File: config.mk
export PLATFORM = sky130hd
export DESIGN_NAME = tic_tac_toe_ai_player_flat
export DESIGN_NICKNAME = d
export VERILOG_FILES = /design/src/rtl/tic_tac_toe_pkg.sv /design/src/rtl/tic_tac_toe_ai_player_if.sv /design/src/rtl/tic_tac_toe_line_eval.sv /design/src/rtl/tic_tac_toe_ai_player.sv /design/src/flat_wrapper.sv
export SDC_FILE = /design/constraint.sdc
export NUM_CORES = 1
export LEC_CHECK = 0
export BUFFER_PORTS_ARGS = -buffer_cell sky130_fd_sc_hd__clkbuf_2
export CORE_MARGIN = 2
export CORE_UTILIZATION = 55
export CTS_BUF_LIST = sky130_fd_sc_hd__clkbuf_8
export DETAILED_ROUTE_END_ITERATION = 6
export PLACE_DENSITY_LB_ADDON = 0.05
export SYNTH_ARGS = -nofsm -noshare
export SYNTH_HDL_FRONTEND = slang
export SYNTH_HIERARCHICAL = 1
export SYNTH_SLANG_ARGS = --single-unit
File: constraint.sdc
create_clock -name clock_i -period 6.2 [get_ports clock_i]
set_input_delay 0.93 -clock clock_i [delete_from_list [all_inputs] [get_ports clock_i]]
set_output_delay 0.93 -clock clock_i [all_outputs]
set_load 0.03 [all_outputs]
File: src/rtl/tic_tac_toe_pkg.sv
// Shared cell/winner codes, line and preference tables, and FSM states
// for the tic-tac-toe computer opponent.
package tic_tac_toe_pkg;

   typedef logic [1:0] cell_t;
   typedef logic [1:0] win_t;
   typedef logic [3:0] cell_idx_t;

   localparam cell_t CELL_EMPTY  = 2'b00;
   localparam cell_t CELL_PLAYER = 2'b01;
   localparam cell_t CELL_PC     = 2'b10;

   localparam win_t WIN_NONE   = 2'b00;
   localparam win_t WIN_PLAYER = 2'b01;
   localparam win_t WIN_PC     = 2'b10;

   localparam int unsigned NUM_CELLS = 9;
   localparam int unsigned NUM_LINES = 8;

   // Rows, columns, then the two diagonals; scan order sets the tie-break.
   localparam cell_idx_t LINE_TBL [NUM_LINES][3] = '{
      '{4'd0, 4'd1, 4'd2}, '{4'd3, 4'd4, 4'd5}, '{4'd6, 4'd7, 4'd8},
      '{4'd0, 4'd3, 4'd6}, '{4'd1, 4'd4, 4'd7}, '{4'd2, 4'd5, 4'd8},
      '{4'd0, 4'd4, 4'd8}, '{4'd2, 4'd4, 4'd6}
   };

   // Centre, corners, then edges.
   localparam cell_idx_t PREF_TBL [NUM_CELLS] = '{
      4'd4, 4'd0, 4'd2, 4'd6, 4'd8, 4'd1, 4'd3, 4'd5, 4'd7
   };

   typedef enum logic [2:0] {
      IDLE, CHECK, SCAN_WIN, SCAN_BLOCK, PREFER, ISSUE, NOMOVE
   } state_e;

endpackage

File: src/rtl/tic_tac_toe_ai_player_if.sv
// Board/move interface between the game core (master) and the computer opponent (slave).
interface tic_tac_toe_ai_player_if
   import tic_tac_toe_pkg::*;
#(
   parameter int unsigned POS_W = 4
) ();

   logic             start;
   cell_t            pos1, pos2, pos3, pos4, pos5, pos6, pos7, pos8, pos9;
   win_t             who;
   logic [POS_W-1:0] computer_position;
   logic             pc;
   logic             busy;
   logic             no_move;

   modport master (
      output start, pos1, pos2, pos3, pos4, pos5, pos6, pos7, pos8, pos9, who,
      input  computer_position, pc, busy, no_move
   );

   modport slave (
      input  start, pos1, pos2, pos3, pos4, pos5, pos6, pos7, pos8, pos9, who,
      output computer_position, pc, busy, no_move
   );

endinterface

File: src/rtl/tic_tac_toe_line_eval.sv
// Combinational line check: two cells carry the target mark and the third is empty.
module tic_tac_toe_line_eval
   import tic_tac_toe_pkg::*;
(
   input  cell_t       a_i,
   input  cell_t       b_i,
   input  cell_t       c_i,
   input  cell_t       mark_i,
   output logic        hit_c_o,
   output logic [1:0]  off_c_o
);

   logic [1:0] n_mark;
   logic [1:0] n_empty;

   always_comb begin
      n_mark  = 2'(a_i == mark_i) + 2'(b_i == mark_i) + 2'(c_i == mark_i);
      n_empty = 2'(a_i == CELL_EMPTY) + 2'(b_i == CELL_EMPTY) + 2'(c_i == CELL_EMPTY);
      hit_c_o = (n_mark == 2'd2) && (n_empty == 2'd1);
      if (a_i == CELL_EMPTY)      off_c_o = 2'd0;
      else if (b_i == CELL_EMPTY) off_c_o = 2'd1;
      else                        off_c_o = 2'd2;
   end

endmodule

File: src/rtl/tic_tac_toe_ai_player.sv
// Computer opponent: snapshots the board on start, scans win lines, block lines,
// then a fixed preference list, and commits one move with a single-cycle pc pulse.
module tic_tac_toe_ai_player
   import tic_tac_toe_pkg::*;
#(
   parameter int unsigned POS_W        = 4,
   parameter bit          ENABLE_BLOCK = 1'b1
) (
   input  logic                   clock_i,
   input  logic                   reset_i,
   tic_tac_toe_ai_player_if.slave game
);

   state_e    state_q;
   cell_idx_t idx_q;
   cell_t     board_q [NUM_CELLS];
   cell_idx_t pos_q;
   logic      pc_q;
   logic      busy_q;
   logic      no_move_q;

   cell_t     pos_in [NUM_CELLS];
   cell_t     mark_d;
   cell_t     line_a, line_b, line_c;
   logic      hit_d;
   logic [1:0] off_d;
   cell_idx_t line_cell_d;
   cell_idx_t pref_cell_d;
   logic      pref_free_d;

   always_comb begin
      pos_in = '{game.pos1, game.pos2, game.pos3, game.pos4, game.pos5,
                 game.pos6, game.pos7, game.pos8, game.pos9};
   end

   // One evaluator serves both scans; only the target mark changes.
   always_comb begin
      mark_d      = (state_q == SCAN_BLOCK) ? CELL_PLAYER : CELL_PC;
      line_a      = board_q[LINE_TBL[idx_q[2:0]][0]];
      line_b      = board_q[LINE_TBL[idx_q[2:0]][1]];
      line_c      = board_q[LINE_TBL[idx_q[2:0]][2]];
      line_cell_d = LINE_TBL[idx_q[2:0]][off_d];
      pref_cell_d = PREF_TBL[idx_q];
      pref_free_d = (board_q[pref_cell_d] == CELL_EMPTY);
   end

   tic_tac_toe_line_eval u_line_eval (
      .a_i     (line_a),
      .b_i     (line_b),
      .c_i     (line_c),
      .mark_i  (mark_d),
      .hit_c_o (hit_d),
      .off_c_o (off_d)
   );

   // A finished game is resolved at acceptance so no_move lands one cycle after start.
   always_ff @(posedge clock_i) begin
      if (reset_i) begin
         state_q   <= IDLE;
         idx_q     <= '0;
         pos_q     <= '0;
         pc_q      <= 1'b0;
         busy_q    <= 1'b0;
         no_move_q <= 1'b0;
         for (int i = 0; i < NUM_CELLS; i++) board_q[i] <= CELL_EMPTY;
      end else begin
         pc_q      <= 1'b0;
         no_move_q <= 1'b0;
         case (state_q)
            IDLE: begin
               if (game.start) begin
                  for (int i = 0; i < NUM_CELLS; i++) board_q[i] <= pos_in[i];
                  idx_q  <= '0;
                  busy_q <= 1'b1;
                  if (game.who != WIN_NONE) begin
                     no_move_q <= 1'b1;
                     state_q   <= NOMOVE;
                  end else begin
                     state_q <= CHECK;
                  end
               end
            end
            CHECK, SCAN_WIN: begin
               if (hit_d) begin
                  pos_q   <= line_cell_d;
                  pc_q    <= 1'b1;
                  state_q <= ISSUE;
               end else if (idx_q == 4'd7) begin
                  idx_q   <= '0;
                  state_q <= ENABLE_BLOCK ? SCAN_BLOCK : PREFER;
               end else begin
                  idx_q   <= idx_q + 4'd1;
                  state_q <= SCAN_WIN;
               end
            end
            SCAN_BLOCK: begin
               if (hit_d) begin
                  pos_q   <= line_cell_d;
                  pc_q    <= 1'b1;
                  state_q <= ISSUE;
               end else if (idx_q == 4'd7) begin
                  idx_q   <= '0;
                  state_q <= PREFER;
               end else begin
                  idx_q <= idx_q + 4'd1;
               end
            end
            PREFER: begin
               if (pref_free_d) begin
                  pos_q   <= pref_cell_d;
                  pc_q    <= 1'b1;
                  state_q <= ISSUE;
               end else if (idx_q == 4'd8) begin
                  no_move_q <= 1'b1;
                  state_q   <= NOMOVE;
               end else begin
                  idx_q <= idx_q + 4'd1;
               end
            end
            ISSUE, NOMOVE: begin
               busy_q  <= 1'b0;
               state_q <= IDLE;
            end
            default: begin
               busy_q  <= 1'b0;
               state_q <= IDLE;
            end
         endcase
      end
   end

   assign game.computer_position = POS_W'(pos_q);
   assign game.pc                = pc_q;
   assign game.busy              = busy_q;
   assign game.no_move           = no_move_q;

endmodule
File: src/flat_wrapper.sv
// flat-port wrapper written by rule: the top's interface ports become plain ports
module tic_tac_toe_ai_player_flat import tic_tac_toe_pkg::*;
#(
   parameter int unsigned POS_W        = 4,
   parameter bit          ENABLE_BLOCK = 1'b1
)
  (clock_i, reset_i, game_start, game_pos1, game_pos2, game_pos3, game_pos4, game_pos5, game_pos6, game_pos7, game_pos8, game_pos9, game_who, game_computer_position, game_pc, game_busy, game_no_move);
  tic_tac_toe_ai_player_if #(.POS_W(POS_W)) game_i ();
  input  logic clock_i;
  input  logic reset_i;
  input wire logic [$bits(game_i.start)-1:0] game_start;
  input wire logic [$bits(game_i.pos1)-1:0] game_pos1;
  input wire logic [$bits(game_i.pos2)-1:0] game_pos2;
  input wire logic [$bits(game_i.pos3)-1:0] game_pos3;
  input wire logic [$bits(game_i.pos4)-1:0] game_pos4;
  input wire logic [$bits(game_i.pos5)-1:0] game_pos5;
  input wire logic [$bits(game_i.pos6)-1:0] game_pos6;
  input wire logic [$bits(game_i.pos7)-1:0] game_pos7;
  input wire logic [$bits(game_i.pos8)-1:0] game_pos8;
  input wire logic [$bits(game_i.pos9)-1:0] game_pos9;
  input wire logic [$bits(game_i.who)-1:0] game_who;
  output wire logic [$bits(game_i.computer_position)-1:0] game_computer_position;
  output wire logic [$bits(game_i.pc)-1:0] game_pc;
  output wire logic [$bits(game_i.busy)-1:0] game_busy;
  output wire logic [$bits(game_i.no_move)-1:0] game_no_move;
  assign game_i.start = game_start;
  assign game_i.pos1 = game_pos1;
  assign game_i.pos2 = game_pos2;
  assign game_i.pos3 = game_pos3;
  assign game_i.pos4 = game_pos4;
  assign game_i.pos5 = game_pos5;
  assign game_i.pos6 = game_pos6;
  assign game_i.pos7 = game_pos7;
  assign game_i.pos8 = game_pos8;
  assign game_i.pos9 = game_pos9;
  assign game_i.who = game_who;
  assign game_computer_position = game_i.computer_position;
  assign game_pc = game_i.pc;
  assign game_busy = game_i.busy;
  assign game_no_move = game_i.no_move;
  tic_tac_toe_ai_player #(.POS_W(POS_W), .ENABLE_BLOCK(ENABLE_BLOCK)) u_core (.clock_i(clock_i), .reset_i(reset_i), .game(game_i));
endmodule
**After elaboration in Yosys (flattened, before gate mapping)**

Memory sizes are Yosys's and may differ from the RTL's.
Cells that the tools add are included.

- ROM bits: 160
- Bits in registers: 14
- Output and inout bits: 7
- Word-level logic and storage cells: 118
- RAM bits: 18
- Memories kept: 3
- Input bits: 23

- Reduce and logical (&&, ||, !) cells: 16
- Order comparisons: 3
- Bitwise gates (word level): 13
- Eq/ne operators: 19
- Add/sub/neg operators: 5
- Mux-type cells: 53

Memory list:

| name | depth | width | rd ports | clocked after Yosys merged registers in | write ports | RTL line | source |
|---|---|---|---|---|---|---|---|
| (name not given) | 8 | 12 | 1 | 0 | 0 | tic_tac_toe_ai_player.sv:39 | `line_a = board_q[LINE_TBL[idx_q[2:0]][0]];` |
| (name not given) | 16 | 4 | 1 | 0 | 0 | tic_tac_toe_ai_player.sv:43 | `pref_cell_d = PREF_TBL[idx_q];` |
| u_core.board_q | 9 | 2 | 4 | 0 | 9 | tic_tac_toe_ai_player.sv:16 | `cell_t board_q [NUM_CELLS];` |

Operators with widths:

| operator | number |
|---|---|
| $mux 4 | 11 |
| $mux 12 | 2 |
| $mux 2 | 12 |
| $mux 3 | 7 |
| $mux 1 | 14 |
| $pmux 3 s4 | 1 |
| $pmux 4 s3 | 1 |
| $or 1x1->1 | 9 |
| $bmux 4 s2 | 1 |
| $logic_not 2->1 | 4 |
| $ne 2x2->1 const B | 4 |
| $pmux 4 s2 | 1 |
| $eq 2x2->1 | 3 |
| $eq 3x2->1 const B | 2 |
| $pmux 1 s2 | 3 |
| $reduce_and 3->1 | 2 |
| $ge 5x5->1 const B | 1 |
| $not 4->5 | 1 |
| $reduce_and 5->1 | 1 |
| $add 1x1->2 | 2 |
| $add 2x1->2 | 2 |
| $add 4x1->4 const B | 1 |
| $eq 4x3->1 const B | 1 |
| $eq 4x4->1 const B | 1 |
| other kinds (20) | 22 |

**Depth between registers and ports, before layout**

An unclocked memory read counts as a cell.

- Depth in word-level cells: 14
- Mapped depth: 17
- Mapped depth without buffers: 16

**Cells and area by module**

The synthesis kept the hierarchy.

Modules (own cells, without submodules):

| module | area an instance (sq um) | cells each | instances | sequential area each (sq um) |
|---|---|---|---|---|
| tic_tac_toe_ai_player | 2488.6 | 249 | 1 | 820.8 |
| tic_tac_toe_line_eval | 136.4 | 17 | 1 | 0.0 |

**Least setup slack after synthesis**

Ideal clock, no wire load.

- Path type: flip-flop to flip-flop
- From: register u_core.idx_q[0]
- To: register u_core.idx_q[2]
- Clock period less this slack: 4449 ps
- Required time: 6112 ps
- Buffers on the path: 0
- Path slack: 1751 ps
- Arrival: 4361 ps
- Setup time: 88 ps
- Cell stages (with the launch flop): 17
- Cell sequence: dfxtp_1 > inv_1 > ha_1 > mux2i_1 > mux4_1 > mux2i_1 > a21oi_1 > xnor2_1 > nand2_1 > fa_1 > and4bb_2 > o21bai_1 > a21oi_2 > or3_1 > o31ai_1 > nor2_2 > a311oi_2

- Elaborated cells between the ends (all ways): 35
- Those cells by class: add/sub (5); eq/ne (10); mux (9); bitwise (2); reduce/logical (6); memory (3)

RTL lines:

| item | RTL line | source |
|---|---|---|
| from (decl) | tic_tac_toe_ai_player.sv:15 | `cell_idx_t idx_q;` |
| from (signal assigned) | tic_tac_toe_ai_player.sv:92 | `idx_q <= idx_q + 4'd1;` |
| from (signal assigned) | tic_tac_toe_ai_player.sv:105 | `idx_q <= idx_q + 4'd1;` |
| from (signal assigned) | tic_tac_toe_ai_player.sv:117 | `idx_q <= idx_q + 4'd1;` |
| $not 3->4 (not written as such) (*) | tic_tac_toe_ai_player.sv:41 | `line_c = board_q[LINE_TBL[idx_q[2:0]][2]];` |
| $mem_v2 8x12 (*) | n/a |  |
| $mux 12 (not written as such) (*) | tic_tac_toe_ai_player.sv:41 |  |
| $mux 12 (*) | n/a |  |
| $mem_v2 9x2 (*) | n/a |  |
| via u_core.line_c[1] | tic_tac_toe_ai_player.sv:24 | `cell_t line_a, line_b, line_c;` |
| $eq 2x2->1 or $logic_not 2->1 (tied branches) | tic_tac_toe_line_eval.sv:17, tic_tac_toe_line_eval.sv:18 |  |
| $add 2x1->2, on equally long branches | tic_tac_toe_line_eval.sv:17, tic_tac_toe_line_eval.sv:18 |  |
| $eq 2x2->1 or $eq 2x1->1 (tied branches) | tic_tac_toe_line_eval.sv:19 | `hit_c_o = (n_mark == 2'd2) && (n_empty == 2'd1);` |
| $logic_and 1x1->1 (*) | tic_tac_toe_line_eval.sv:19 |  |
| via u_core.hit_d | tic_tac_toe_ai_player.sv:25 | `logic hit_d;` |
| $ne 2x2->1 (no line) (*) | n/a |  |
| $reduce_and 5->1 (no line) (*) | n/a |  |

The timed path passes the listed nets; every way through them passes the cells marked *. The select of a mux whose other input is x is not followed.
A chain may end at the register's enable or synchronous reset.

**Worst setup path in the final report**

- From: register u_core.idx_q[0]
- To: register u_core.idx_q[2]

- Cells in the longest elaborated chain, start to end: 12
- Elaborated cells between the ends (all ways): 35
- Those cells by class: add/sub (5); eq/ne (10); mux (9); bitwise (2); reduce/logical (6); memory (3)

Ends and longest elaborated chain:

| item | RTL line |
|---|---|
| $not 3->4 (not written as such) (*) | tic_tac_toe_ai_player.sv:39 |
| $mem_v2 8x12 (*) | n/a |
| $mux 12 (not written as such) (*) | tic_tac_toe_ai_player.sv:41 |
| $mux 12 (*) | n/a |
| $mem_v2 9x2 (*) | n/a |
| via u_core.line_a[0] | tic_tac_toe_ai_player.sv:24 |
| $eq 2x2->1 or $logic_not 2->1 (tied branches) | tic_tac_toe_line_eval.sv:17, tic_tac_toe_line_eval.sv:18 |
| $add 1x1->2, on equally long branches | tic_tac_toe_line_eval.sv:17, tic_tac_toe_line_eval.sv:18 |
| $add 2x1->2, on equally long branches | tic_tac_toe_line_eval.sv:17, tic_tac_toe_line_eval.sv:18 |
| $eq 2x2->1 or $eq 2x1->1 (tied branches) | tic_tac_toe_line_eval.sv:19 |
| $logic_and 1x1->1 (*) | tic_tac_toe_line_eval.sv:19 |
| via u_core.hit_d | tic_tac_toe_ai_player.sv:25 |
| $ne 2x2->1 (no line) (*) | n/a |
| $reduce_and 5->1 (no line) (*) | n/a |

Marked as above.

==> out/results.ini <==
[routing]
num_vias = 2126
ant_nets = 0
viasPerCell = 6.109
wire_per_inst_um = 17.01
totalWireLength_um = 5918
route.detailed.drc = 0
drt-pass1-iter-count = 4
drtIter0Drc = 126

[die]
io_pins = 30
chipWidth_um = 73.09
initial_core_util_pct = 56.32
die-area_sq_um = 5341
num_rows = 25
core_area_sq_um = 4661
die_y_um = 73.09

[clock_tree]
cts_tree = done
post_cts_buffers = 0
numCtsBuffers = 5
cts.repair.resized = 0
cts-root-buf = clkbuf_8
cts_max_level = 2
postCtsHoldBufs = 0
cts.sinks = 32
max-clock-path-buffers = 2
clkTransAtPathRegs_ns = 0.06
clk_latency_ns = 0.29

[place]
io_buffers = 29
dp_hpwl_um = 4530
dpl_cell_area_sq_um = 2801
dp_slack_ns = 1.482
routabilityCongestion = 0.8779

[timing]
setup_viol = 0
rsz0062_at_grt = no
fmax_ghz = 0.2072
finalCritPeriodShare_pct = 77.86
layout_min_cycle_time_ns = 4.827
hold_viol = 0
tightest_slew_ns = 0.7949
setup_tns_ns = 0
fin_ws_ns = 1.373
maxSlewHeadroom_pct = 46.60
worst_clock_skew_ns = 0.006900
drv_slew = 0

[global_route]
grt_pass1_vias = 2088
grt_pass1_wl_um = 10120
grt_antenna_before_repair = 0
grt_start_max_net_pins = 22
grt_overflow_total = 0
grt_use_total_pct = 24.69

[setup_path]
critical_path_class = flop to flop
critPathCaptureType = flop
cp.required_ns = 6.40
crit_fanout = 14
worstPathArrival_ns = 5.02
crit_path_start_kind = flop

[synthesis]
netlist_area_sq_um = 2625
ys_types = 60
async_reset_ff_share_pct = 0
synthCells = 266
yosys_warnings = 6
synth-main-ff-cell = edfxtp_1
synth_edf_count = 18
ys_ff_latch = 32
synth.net_count = 296
synth.avg_cell_area_sq_um = 9.868
ys_seq_area_share_pct = 31.27

[power]
vdd_ir_drop_max_uv = 204.9
power.switching_uw = 490.5
p_per_area_nw_per_um2 = 403.7
p_int_uw = 683.4
power.leakage_nw = 1.203
p_clk_share_pct = 16.6
p_sw_share_pct = 41.78
p_seq_share_pct = 30.0
combPwrFrac_pct = 53.4

[cells_and_area]
design_area_sq_um = 2908
n_antenna_cell = 0
drive_above_1_share_pct = 22.45
area_growth_pct = 10.77
finalNetCount = 323
final_cell_mix = clkbuf_2 (29), nor2_1 (29), and2_1 (21), mux2i_1 (19), edfxtp_1 (18)
fill_cells = 376

[flow_run]
maxCapViolCount = 0

[worst_hold_path]
hp-class = flop to flop

[outcome]
status = finished, final reports clean

state kept, by name, indices dropped and copies added, names as in the netlist:
register / count
u_core/board_q: 18
u_core/game.computer_position: 4
u_core/idx_q: 4
u_core/state_q: 3
u_core/game.busy: 1
u_core/game.no_move: 1
u_core/game.pc: 1
kinds of logic after synthesis:
family | count (synthesis) | synth area share (%)
flip-flops | 32 | 31.27
XOR/XNOR | 10 | 3.337
AO/OA/AOI/OAI | 48 | 14.87
multiplexers | 34 | 19.40
adder cells (fa/ha/maj) | 8 | 4.290
buffers and inverters | 25 | 4.242
AND/OR/NAND/NOR | 109 | 22.59
routing by layer:
layer	part of all wire, %	routed length, um	track usage (%)	vias to the layer above
met2	46	2751	37.34	80
met3	6.6	391	5.110	5
met5	0	0	0	-
li1	-	-	-	1028
met4	1.3	75	8.848	0
met1	46	2699	35.01	1013
per-stage QoR:
step                      hold WS (ns)  power, mW  utilization (%)  std cells
after floorplan                 0.5175     0.8376                -        266
after global placement          0.4644     0.9620            60.11        340
after detailed placement        0.4762     0.9745            60.11        340
after CTS                       0.4864      1.173            62.39        348
after global routing            0.5446      1.259            62.39        348
final                           0.4792      1.174            62.39        348
worst paths after layout:
path                               startpoint                                to  slack, ns  cells after the start
max                           u_core/idx_q[0]                   u_core/idx_q[2]       1.37                     17
min          u_core/game.computer_position[0]  u_core/game.computer_position[0]       0.48                      2
max reg2reg                   u_core/idx_q[0]                   u_core/idx_q[2]       1.37                     17
min reg2reg  u_core/game.computer_position[0]  u_core/game.computer_position[0]       0.48                      2
cell usage after synthesis (2+ instances only):
cell type / count / area share, %
nor2_1: 29 / 4.1
and2_1: 21 / 5.0
mux2i_1: 19 / 7.2
edfxtp_1: 18 / 21
nand2_1: 16 / 2.3
dfxtp_1: 14 / 11
a21oi_1: 12 / 2.3
inv_1: 12 / 1.7
clkbuf_1: 9 / 1.3
mux4_2: 9 / 7.7
nand2b_1: 9 / 2.1
xnor2_1: 9 / 3.0
nor3_1: 7 / 1.3
o21ai_0: 6 / 1.1
ha_1: 5 / 2.4
nand3_1: 5 / 0.95
nor2b_1: 4 / 0.95
a211o_1: 3 / 1.0
a21o_1: 3 / 0.86
mux4_1: 3 / 3.0
nor2_2: 3 / 0.72
o41ai_1: 3 / 1.0
a2111oi_2: 2 / 1.1
buf_2: 2 / 0.38
buf_6: 2 / 0.86
fa_1: 2 / 1.5
mux2_2: 2 / 0.86
nand3b_1: 2 / 0.57
nor4_1: 2 / 0.48
o21bai_1: 2 / 0.57
or3_1: 2 / 0.48
cell type report:
| type | count | area [sq um] | area share [%] |
|---|---|---|---|
| Sequential cell | 32 | 820.8 | 28.23 |
| Inverter | 12 | 45.04 | 1.549 |
| Timing Repair Buffer | 33 | 175.2 | 6.024 |
| Tap cell | 54 | 67.56 | 2.324 |
| Clock buffer | 5 | 68.82 | 2.367 |
| Clock inverter | 3 | 37.54 | 1.291 |
| Multi-Input combinational cell | 209 | 1693 | 58.22 |
critical path, stage by stage, from the launching register on:
cell and delay, ns:
dfxtp_1 0.46, inv_1 0.14, ha_1 0.65, a21boi_0 0.17, buf_4 0.21, mux2i_1 0.12
mux4_1 0.49, inv_1 0.09, xnor2_1 0.11, nand2_1 0.08, fa_1 0.48, and4bb_2 0.31
o21bai_1 0.15, a21oi_2 0.11, or3_1 0.34, o31ai_1 0.40, nor2_2 0.15, a311oi_2 0.26
power groups by stage:
stage               Combinational (mW)  Clock [mW]  Sequential (mW)
floorplan                        0.500           0            0.338
global placement                 0.609           0            0.353
detailed placement               0.619           0            0.355
CTS                              0.622       0.200            0.351
global route                     0.691       0.208            0.360
finish                           0.627       0.195            0.352
Note: power is estimated with default switching activity, not from simulation.
